$ cat src/rtl/apb_master_pkg.sv
// Shared types and widths for the APB initiator (package apb_pkg).
package apb_pkg;

  localparam int APB_ADDR_W   = 32;
  localparam int APB_DATA_W   = 32;
  // Address bits [13:12] pick the slave slot; [31:14] must match the window base.
  localparam int APB_SLOT_LSB = 12;
  localparam int APB_WIN_LSB  = 14;

  typedef enum logic [1:0] {
    IDLE   = 2'd0,
    SETUP  = 2'd1,
    ACCESS = 2'd2
  } apb_state_e;

endpackage

$ cat src/rtl/apb_master_if.sv
// CPU-side request bus plus APB3 bus of the initiator, bundled as one interface.
// master modport = the bridge's view, slave modport = requester/peripheral side.
interface apb_master_if
  import apb_pkg::*;
#(
  parameter int NUM_SLAVES = 4
);

  // CPU side
  logic                                   transfer;
  logic                                   write;
  logic [APB_ADDR_W-1:0]                  addr;
  logic [APB_DATA_W-1:0]                  wdata;
  logic [APB_DATA_W-1:0]                  rdata;
  logic                                   ready;
  logic                                   err;

  // APB side
  logic [APB_ADDR_W-1:0]                  PADDR;
  logic [APB_DATA_W-1:0]                  PWDATA;
  logic                                   PWRITE;
  logic                                   PENABLE;
  logic [NUM_SLAVES-1:0]                  PSEL;
  logic [NUM_SLAVES-1:0][APB_DATA_W-1:0]  PRDATA;
  logic [NUM_SLAVES-1:0]                  PREADY;

  modport master (
    input  transfer, write, addr, wdata, PRDATA, PREADY,
    output rdata, ready, err, PADDR, PWDATA, PWRITE, PENABLE, PSEL
  );

  modport slave (
    output transfer, write, addr, wdata, PRDATA, PREADY,
    input  rdata, ready, err, PADDR, PWDATA, PWRITE, PENABLE, PSEL
  );

endinterface

$ cat src/rtl/apb_master_mux.sv
// Slave-side steering: picks PRDATA/PREADY of the latched slot and builds
// the one-hot PSEL vector. Purely combinational.
module apb_master_mux
  import apb_pkg::*;
#(
  parameter int NUM_SLAVES = 4
) (
  input  logic                                  sel_en_i,
  input  logic [1:0]                            idx_i,
  input  logic [NUM_SLAVES-1:0][APB_DATA_W-1:0] prdata_i,
  input  logic [NUM_SLAVES-1:0]                 pready_i,
  output logic [APB_DATA_W-1:0]                 prdata_o,
  output logic                                  pready_o,
  output logic [NUM_SLAVES-1:0]                 psel_o
);

  // Loop compare instead of direct indexing so a slot beyond NUM_SLAVES reads as 0.
  always_comb begin
    prdata_o = '0;
    pready_o = 1'b0;
    psel_o   = '0;
    for (int i = 0; i < NUM_SLAVES; i++) begin
      if (idx_i == 2'(i)) begin
        prdata_o  = prdata_i[i];
        pready_o  = pready_i[i];
        psel_o[i] = sel_en_i;
      end
    end
  end

endmodule

$ cat src/rtl/apb_master.sv
// APB3 initiator: CPU transfer/ready bus -> SETUP/ACCESS sequencing on APB,
// with a 16 KB window split into up to four PSEL slots.
// Optional macro APB_TIMEOUT_EN: abort an ACCESS phase with err after
// TIMEOUT_CYCLES cycles without PREADY from the selected slave.
module apb_master
  import apb_pkg::*;
#(
  parameter int                    NUM_SLAVES     = 4,
  parameter logic [APB_ADDR_W-1:0] BASE_ADDR      = 32'h1000_0000,
  parameter int                    TIMEOUT_CYCLES = 16
) (
  input  logic          PCLK,
  input  logic          PRESETn,
  apb_master_if.master  bus
);

  // Elaboration-time parameter sanity
  if (NUM_SLAVES < 1 || NUM_SLAVES > 4) begin : g_bad_num_slaves
    $error("apb_master: NUM_SLAVES must be 1..4");
  end
  if (BASE_ADDR[APB_WIN_LSB-1:0] != '0) begin : g_bad_base
    $error("apb_master: BASE_ADDR must be 16 KB aligned");
  end
  if (TIMEOUT_CYCLES < 1) begin : g_bad_timeout
    $error("apb_master: TIMEOUT_CYCLES must be >= 1");
  end

  apb_state_e            state_q, state_d;
  logic [APB_ADDR_W-1:0] paddr_q, paddr_d;
  logic [APB_DATA_W-1:0] pwdata_q, pwdata_d;
  logic                  pwrite_q, pwrite_d;
  logic                  hit_q, hit_d;
  logic [1:0]            idx_q, idx_d;
  logic [APB_DATA_W-1:0] rdata_q, rdata_d;
  logic                  ready_q, ready_d;
  logic                  err_q, err_d;

  logic [1:0]            slot;
  logic                  hit;
  logic [APB_DATA_W-1:0] prdata_sel;
  logic                  pready_sel;
  logic [NUM_SLAVES-1:0] psel;
  logic                  timeout;

  // Window decode of the incoming CPU address
  assign slot = bus.addr[APB_SLOT_LSB +: 2];
  assign hit  = (bus.addr[APB_ADDR_W-1:APB_WIN_LSB] == BASE_ADDR[APB_ADDR_W-1:APB_WIN_LSB])
              && (int'(slot) < NUM_SLAVES);

`ifdef APB_TIMEOUT_EN
  localparam int              CNT_W    = $clog2(TIMEOUT_CYCLES + 1);
  localparam logic [CNT_W-1:0] CNT_LAST = CNT_W'(TIMEOUT_CYCLES - 1);

  logic [CNT_W-1:0] cnt_q, cnt_d;

  // Last permitted ACCESS cycle; PREADY in this same cycle still completes normally.
  assign timeout = (cnt_q == CNT_LAST);

  // ACCESS-phase cycle counter
  always_ff @(posedge PCLK or negedge PRESETn) begin
    if (!PRESETn) cnt_q <= '0;
    else          cnt_q <= cnt_d;
  end
`else
  assign timeout = 1'b0;
`endif

  apb_master_mux #(.NUM_SLAVES(NUM_SLAVES)) u_mux (
    .sel_en_i (hit_q && (state_q != IDLE)),
    .idx_i    (idx_q),
    .prdata_i (bus.PRDATA),
    .pready_i (bus.PREADY),
    .prdata_o (prdata_sel),
    .pready_o (pready_sel),
    .psel_o   (psel)
  );

  // PSEL/PENABLE derive from the state register so reset drops them at once.
  assign bus.PSEL    = psel;
  assign bus.PENABLE = (state_q == ACCESS);
  assign bus.PADDR   = paddr_q;
  assign bus.PWDATA  = pwdata_q;
  assign bus.PWRITE  = pwrite_q;
  assign bus.rdata   = rdata_q;
  assign bus.ready   = ready_q;
  assign bus.err     = err_q;

  // State register
  always_ff @(posedge PCLK or negedge PRESETn) begin
    if (!PRESETn) state_q <= IDLE;
    else          state_q <= state_d;
  end

  // Next-state and datapath; ready/err/rdata default to 0 so they pulse.
  always_comb begin
    state_d  = state_q;
    paddr_d  = paddr_q;
    pwdata_d = pwdata_q;
    pwrite_d = pwrite_q;
    hit_d    = hit_q;
    idx_d    = idx_q;
    rdata_d  = '0;
    ready_d  = 1'b0;
    err_d    = 1'b0;
`ifdef APB_TIMEOUT_EN
    cnt_d    = cnt_q;
`endif
    case (state_q)
      IDLE: begin
        if (bus.transfer) begin
          paddr_d  = bus.addr;
          pwdata_d = bus.wdata;
          pwrite_d = bus.write;
          hit_d    = hit;
          idx_d    = slot;
          state_d  = SETUP;
        end
      end
      SETUP: begin
        if (hit_q) begin
          state_d = ACCESS;
`ifdef APB_TIMEOUT_EN
          cnt_d   = '0;
`endif
        end else begin
          // Decode miss: nothing on APB, complete with error.
          state_d = IDLE;
          ready_d = 1'b1;
          err_d   = 1'b1;
        end
      end
      ACCESS: begin
`ifdef APB_TIMEOUT_EN
        cnt_d = cnt_q + 1'b1;
`endif
        if (pready_sel) begin
          state_d = IDLE;
          ready_d = 1'b1;
          rdata_d = pwrite_q ? '0 : prdata_sel;
        end else if (timeout) begin
          state_d = IDLE;
          ready_d = 1'b1;
          err_d   = 1'b1;
        end
      end
      default: state_d = IDLE;
    endcase
  end

  // Latched request and CPU-side response registers
  always_ff @(posedge PCLK or negedge PRESETn) begin
    if (!PRESETn) begin
      paddr_q  <= '0;
      pwdata_q <= '0;
      pwrite_q <= 1'b0;
      hit_q    <= 1'b0;
      idx_q    <= '0;
      rdata_q  <= '0;
      ready_q  <= 1'b0;
      err_q    <= 1'b0;
    end else begin
      paddr_q  <= paddr_d;
      pwdata_q <= pwdata_d;
      pwrite_q <= pwrite_d;
      hit_q    <= hit_d;
      idx_q    <= idx_d;
      rdata_q  <= rdata_d;
      ready_q  <= ready_d;
      err_q    <= err_d;
    end
  end

endmodule

$ cat src/flat_wrapper.sv
// flat-port wrapper written by rule: the top's interface ports become plain ports
module apb_master_flat import apb_pkg::*;
#(
  parameter int                    NUM_SLAVES     = 4,
  parameter logic [APB_ADDR_W-1:0] BASE_ADDR      = 32'h1000_0000,
  parameter int                    TIMEOUT_CYCLES = 16
)
  (PCLK, PRESETn, bus_transfer, bus_write, bus_addr, bus_wdata, bus_PRDATA, bus_PREADY, bus_rdata, bus_ready, bus_err, bus_PADDR, bus_PWDATA, bus_PWRITE, bus_PENABLE, bus_PSEL);
  apb_master_if #(.NUM_SLAVES(NUM_SLAVES)) bus_i ();
  input  logic PCLK;
  input  logic PRESETn;
  input wire logic [$bits(bus_i.transfer)-1:0] bus_transfer;
  input wire logic [$bits(bus_i.write)-1:0] bus_write;
  input wire logic [$bits(bus_i.addr)-1:0] bus_addr;
  input wire logic [$bits(bus_i.wdata)-1:0] bus_wdata;
  input wire logic [$bits(bus_i.PRDATA)-1:0] bus_PRDATA;
  input wire logic [$bits(bus_i.PREADY)-1:0] bus_PREADY;
  output wire logic [$bits(bus_i.rdata)-1:0] bus_rdata;
  output wire logic [$bits(bus_i.ready)-1:0] bus_ready;
  output wire logic [$bits(bus_i.err)-1:0] bus_err;
  output wire logic [$bits(bus_i.PADDR)-1:0] bus_PADDR;
  output wire logic [$bits(bus_i.PWDATA)-1:0] bus_PWDATA;
  output wire logic [$bits(bus_i.PWRITE)-1:0] bus_PWRITE;
  output wire logic [$bits(bus_i.PENABLE)-1:0] bus_PENABLE;
  output wire logic [$bits(bus_i.PSEL)-1:0] bus_PSEL;
  assign bus_i.transfer = bus_transfer;
  assign bus_i.write = bus_write;
  assign bus_i.addr = bus_addr;
  assign bus_i.wdata = bus_wdata;
  assign bus_i.PRDATA = bus_PRDATA;
  assign bus_i.PREADY = bus_PREADY;
  assign bus_rdata = bus_i.rdata;
  assign bus_ready = bus_i.ready;
  assign bus_err = bus_i.err;
  assign bus_PADDR = bus_i.PADDR;
  assign bus_PWDATA = bus_i.PWDATA;
  assign bus_PWRITE = bus_i.PWRITE;
  assign bus_PENABLE = bus_i.PENABLE;
  assign bus_PSEL = bus_i.PSEL;
  apb_master #(.NUM_SLAVES(NUM_SLAVES), .BASE_ADDR(BASE_ADDR), .TIMEOUT_CYCLES(TIMEOUT_CYCLES)) u_core (.PCLK(PCLK), .PRESETn(PRESETn), .bus(bus_i));
endmodule
$ cat config.mk
export PLATFORM = sky130hd
export DESIGN_NAME = apb_master_flat
export DESIGN_NICKNAME = d
export VERILOG_FILES = /design/src/rtl/apb_master_pkg.sv /design/src/rtl/apb_master_if.sv /design/src/rtl/apb_master_mux.sv /design/src/rtl/apb_master.sv /design/src/flat_wrapper.sv
export SDC_FILE = /design/constraint.sdc
export NUM_CORES = 1
export LEC_CHECK = 0
export CORE_AREA = 8 8 127 129
export DETAILED_ROUTE_END_ITERATION = 10
export DIE_AREA = 0 0 135 137
export GPL_ROUTABILITY_DRIVEN = 0
export GPL_TIMING_DRIVEN = 0
export PLACE_DENSITY_LB_ADDON = 0.08
export REMOVE_ABC_BUFFERS = 1
export SLEW_MARGIN = 15
export SYNTH_ARGS = -nofsm -noshare
export SYNTH_HDL_FRONTEND = slang
export SYNTH_SLANG_ARGS = --single-unit
$ cat constraint.sdc
create_clock -name PCLK -period 1.5 [get_ports PCLK]
set_input_delay 0.3 -clock PCLK [delete_from_list [all_inputs] [get_ports PCLK]]
set_output_delay 0.3 -clock PCLK [all_outputs]
set_load 0.01 [all_outputs]
# Yosys cells after proc, flatten, opt, wreduce, memory -nomap -nowiden

Index checks and enable logic that the tools add are counted.
Widths: inputs -> output; s select.

Bits in registers: 104
Bits of input ports: 200
Output and inout bits: 104
Word-level logic and storage cells: 46

Eq/ne operators: 8
Muxes and demuxes: 23
Reduce and logical (&&, ||, !) cells: 6

Operator list:

| cell                 | number |
|---|---|
| $mux 32              | 7 |
| $eq 18x15->1 const B | 1 |
| $mux 1               | 11 |
| $eq 2x2->1 const B   | 3 |
| $mux 2               | 3 |
| $pmux 2 s3           | 1 |
| $eq 2x1->1 const B   | 2 |
| $logic_not 2->1      | 2 |
| $reduce_and 2->1     | 2 |
| $ne 2x1->1 const B   | 1 |
| $ne 2x2->1 const B   | 1 |
| $pmux 1 s2           | 1 |
| $reduce_bool 2->1    | 1 |
| $logic_and 1x1->1    | 1 |

# Depth between registers and ports, before layout

Word-level depth: 8
Gate-level depth with buffers: 7
Mapped depth without buffers: 5

# Cells and area by module

A second synthesis with hierarchy kept.

Cell total of the unflattened synthesis: 280
Area total of the unflattened synthesis: 4710.8 um2

By module, submodules not included:

| module         | times used | cells an instance | area each (um2) | sequential area each (um2) |
|---|---|---|---|---|
| apb_master     | 1          | 235               | 3834.9          | 2552.4 |
| apb_master_mux | 1          | 45                | 875.8           | 0.0 |

# Worst setup path before layout

Ideal clock, no wire load.

Path type: reg2reg
Start: register u_core.state_q[0]
End: register u_core.paddr_q[21], in the netlist u_core.bus.PADDR[21]
Library setup time: 128 ps
Arrival: 1464 ps
Required time: 1372 ps
Slack: -92 ps
Stages on the path, launching flop included: 7
Path buffers: 2
Clock period less this slack: 1592 ps
Cell sequence: dfrtp_1 > inv_1 > ha_1 > nand2_2 > buf_2 > buf_2 > mux2_1

Longest elaborated chain between the ends: 2

Ends and longest elaborated chain:

| what                       | line              | source |
|---|---|---|
| start, declared            | apb_master.sv:28  | `apb_state_e state_q, state_d;` |
| start signal, assigned     | apb_master.sv:91  | `else state_q <= state_d;` |
| $logic_not 2->1            | apb_master.sv:108 | `case (state_q)` |
| $reduce_and 2->1 (no line) | n/a               |  |
| end signal, assigned       | apb_master.sv:162 | `paddr_q <= paddr_d;` |
| end, declared              | apb_master.sv:29  | `logic [APB_ADDR_W-1:0] paddr_q, paddr_d;` |

No other way between the ends.
A chain may end at the register's enable or synchronous reset.

# Worst setup path after layout

Ends and elaborated chain as after synthesis.

==> key figures <==
Status
  – Status: complete, but fails checks
  – Failing checks: setup timing

Clocking
  – CTS root buf: clkbuf_16
  – CTS Buffer Depth: 2
  – Worst skew pair latency: between 0.3 and 0.4 ns
  – H-tree depth: 3
  – CTS tree: done
  – CTS clock-pin slew for the worst setup and hold paths: about 0.070 ns
  – Clock sink count: around 100
  – CTS Buf Count: 9

Die
  – Die area: between 15,000 and 20,000 µm²
  – Initial Utilization: roughly 32%
  – Io pins: 304
  – Core area: approximately 14,000 µm²
  – Width of the die: approximately 140 µm
  – Rows: between 40 and 50
  – Die Ht: approximately 140 µm

Final layout
  – Final nets: roughly 830
  – Filler cells: 1,073
  – Area Growth Syn to Fin: 99.04%
  – Area of the multi-input gates: 2233 µm²
  – Seq. cell area: between 2000 and 3000 µm²
  – Share of layout cells above drive strength 1: between 20% and 30%

Placement
  – Pre-CTS setup slack: -0.9480 ns
  – IO Port Bufs: between 300 and 400
  – Post-DP HPWL: around 13,000 µm

GRT
  – Gr usage total: 19.09%
  – Largest net degree at the start of global routing: 60
  – Initial antenna violation count: 1
  – Vias in the first global route: roughly 4,500
  – First-pass GRT wire length: roughly 26,000 µm
  – GR Overflow Total: 0

Detailed routing
  – Wire length on met3: about 2000 µm
  – Routed length per instance: approximately 22 µm
  – Metal1 wirelength: approximately 6100 µm
  – Final Routed Wirelength: about 18,000 µm
  – Uppermost layer routed: met4
  – First drt pass iteration count: 4
  – DR iter-0 viols: 94
  – Met2 wire len: roughly 9400 µm
  – Vias: roughly 3,900
  – Post-route ant nets: 0
  – Residual DRC: 0
  – Via density: between 4 and 5

Critical path
  – Slowest stage cell, crit path: dfrtp_1
  – CP max FO: 5
  – CP cell instances: inv_2 -> ha_4 -> buf_12 -> nand2_8 -> buf_16 -> buf_12 -> buf_16 -> mux2_4
  – FF-to-FF path depth: 8
  – Crit path kind: register to register
  – Worst R2R Setup Slack: -0.24 ns
  – Data arrival, critical path: 1.96 ns
  – CP peak stage delay: about 0.40 ns
  – CP Capture Type: register
  – CP Launch Type: register
  – CP required: about 1.7 ns

STA
  – Fmax: about 0.58 GHz
  – Finish-stage setup viols: 76
  – Final Hold Viols: 0
  – Final setup margin: -0.2384 ns
  – Slew @ Worst Pin: 0.4916 ns
  – RSZ-0062 raised after global routing: true
  – Period utilisation layout: 115.9%
  – Min Tclk post-route: 1.738 ns
  – Final Hold Slack: between 0.3 and 0.4 ns
  – Max Slew Vio Count: 0
  – Setup Skew: 0.008089 ns
  – Slew margin rel.: between 60% and 70%

Yosys
  – Mean post-synth cell area: around 16 µm²
  – #FFs+latches synth: between 100 and 150
  – Yosys cell types: 30
  – Register area share after synthesis: around 56%
  – Mapped Area: around 4600 µm²
  – Ys Warns: 0
  – Post-synthesis cell count: ~290

Hold path
  – HP Class: primary input to register
  – WHS Path Cells: 2

Flow run
  – Max cap viols: 0

Power
  – Leak pwr: approximately 0.0042 µW
  – Max IR drop VDD: roughly 0.00066 V
  – Power per cell area: 1595 nW/µm²
  – Total Power: 14,550 µW
==> synthesized netlist by cell type (all sizes together) <==
| master | instances | area [µm²] |
|---|---|---|
| a21oi | 1 | 5.000 |
| a2bb2oi | 1 | 8.760 |
| and3 | 1 | 6.260 |
| and3b | 1 | 8.760 |
| buf | 13 | 90.08 |
| clkbuf | 5 | 18.77 |
| dfrtp | 102 | 2552 |
| ha | 3 | 37.54 |
| inv | 2 | 7.510 |
| mux2 | 67 | 754.5 |
| mux2i | 1 | 10.01 |
| mux4 | 33 | 743.2 |
| nand2 | 5 | 21.27 |
| nand2b | 2 | 12.51 |
| nand3 | 1 | 5.000 |
| nand3b | 1 | 7.510 |
| nor2 | 1 | 3.750 |
| nor2b | 35 | 219.0 |
| nor3b | 1 | 7.510 |
| nor4 | 2 | 12.51 |
| nor4b | 1 | 8.760 |
| o21ai | 1 | 5.000 |
| o221ai | 2 | 17.52 |
| o22ai | 1 | 6.260 |
| or4 | 2 | 15.01 |
==> worst max-delay path, delay by kind of cell (launching register included) <==
family	cells	cell delay, ns
DFF	1	0.40
buffers and inverters	5	0.66
and+or+nand+nor	1	0.08
muxes	1	0.30
adders and majority gates	1	0.18
==> stage by stage <==
step / std cells / utilization [%] / TNS (ns) / cell area, µm²
after global routing: 820 / 64.23 / -15.89 / 9123
final: 821 / 64.24 / -11.80 / 9125
after global placement: 754 / 54.48 / -543.05 / 7739
after CTS: 817 / 63.04 / -8.495 / 8954
after floorplan: 267 / - / -89.32 / 4476
after detailed placement: 759 / 55.25 / -52.26 / 7848
==> kinds of logic (layout without fill, tap and decap cells) <==
group / count (synthesis) / in the layout / synth area share, %
fa+ha+maj: 3 / 3 / 0.8189
mux: 101 / 101 / 32.89
flops: 102 / 102 / 55.68
simple gates: 53 / 54 / 7.151
compound gates: 6 / 6 / 0.9279
buf+inv: 20 / 369 / 2.538
other cells: 0 / 2 / 0
==> cell type report <==
class                           count  area share, %
Tap cell                          184          2.523
Clock inverter                      5          1.412
Clock buffer                       11          2.770
Inverter                            2        0.08227
Sequential cell                   102          28.03
Multi-Input combinational cell    164          24.48
Timing Repair Buffer              351          40.66
Antenna cell                        2        0.05485
==> placed cells by master, fill, tap and decap left out, types with 2 or more instances in the layout <==
cell	n
clkbuf_16	10
nand2_8	2
bufinv_16	4
buf_6	9
buf_12	12
nor2b_4	10
diode_2	2
mux2_1	3
inv_2	2
dlygate4sd2_1	100
buf_16	12
clkbuf_8	2
buf_2	5
or4_1	2
buf_4	13
nand2_1	3
mux4_2	33
nor2b_1	25
mux2_2	25
ha_4	2
nor4_1	2
dfrtp_1	100
mux2_4	39
clkdlybuf4s50_1	195
==> sequential cells by signal, summed over array words and instances, names as in the netlist <==
name               cells
u_core.bus.PWRITE      1
u_core.state_q         2
u_core.bus.err         1
u_core.hit_q           1
u_core.bus.rdata      32
u_core.idx_q           1
u_core.bus.PADDR      31
u_core.bus.PWDATA     32
u_core.bus.ready       1
==> power breakdown <==
part           switching (µW)  internal, µW  total, µW  leakage (µW)
Clock                    1010          1890       2910      0.000186
Sequential                478          3690       4170       0.00127
Combinational            2730          4750       7480       0.00272
Total                    4220         10300      14600       0.00417
==> metal layers <==
layer | vias to the layer above | GRT usage, %
met3 | 19 | 8.847
met1 | 1877 | 19.17
li1 | 1755 | -
met2 | 204 | 34.42
met5 | - | 0
met4 | 0 | 6.169
==> repair_timing <==
action | 4_1_cts | 5_1_grt
gates cloned | 14 | 1
resized for setup | 188 | 44
hold buffers | 1 | 0
endpoints found under the hold margin | 43 | 0
setup endpoints to repair | 205 | 105
pin swaps | 7 | 5
buffers inserted | 28 | 5
==> final timing paths <==
| check | startpoint | end |
|---|---|---|
| worst max-delay path | u_core.state_q[0]$_DFFE_PN0P_ | u_core.bus.PADDR[21]$_DFFE_PN0P_ |
| worst min-delay path | bus_addr[16] | u_core.bus.PADDR[16]$_DFFE_PN0P_ |
| worst max register to register | u_core.state_q[0]$_DFFE_PN0P_ | u_core.bus.PADDR[21]$_DFFE_PN0P_ |
| worst min register to register | u_core.bus.PWDATA[5]$_DFFE_PN0P_ | u_core.bus.PWDATA[5]$_DFFE_PN0P_ |
| max in group asynchronous | PRESETn | u_core.bus.PADDR[13]$_DFFE_PN0P_ |
| min in group asynchronous | PRESETn | u_core.bus.PWDATA[0]$_DFFE_PN0P_ |
(Power assumes the default switching activity.)
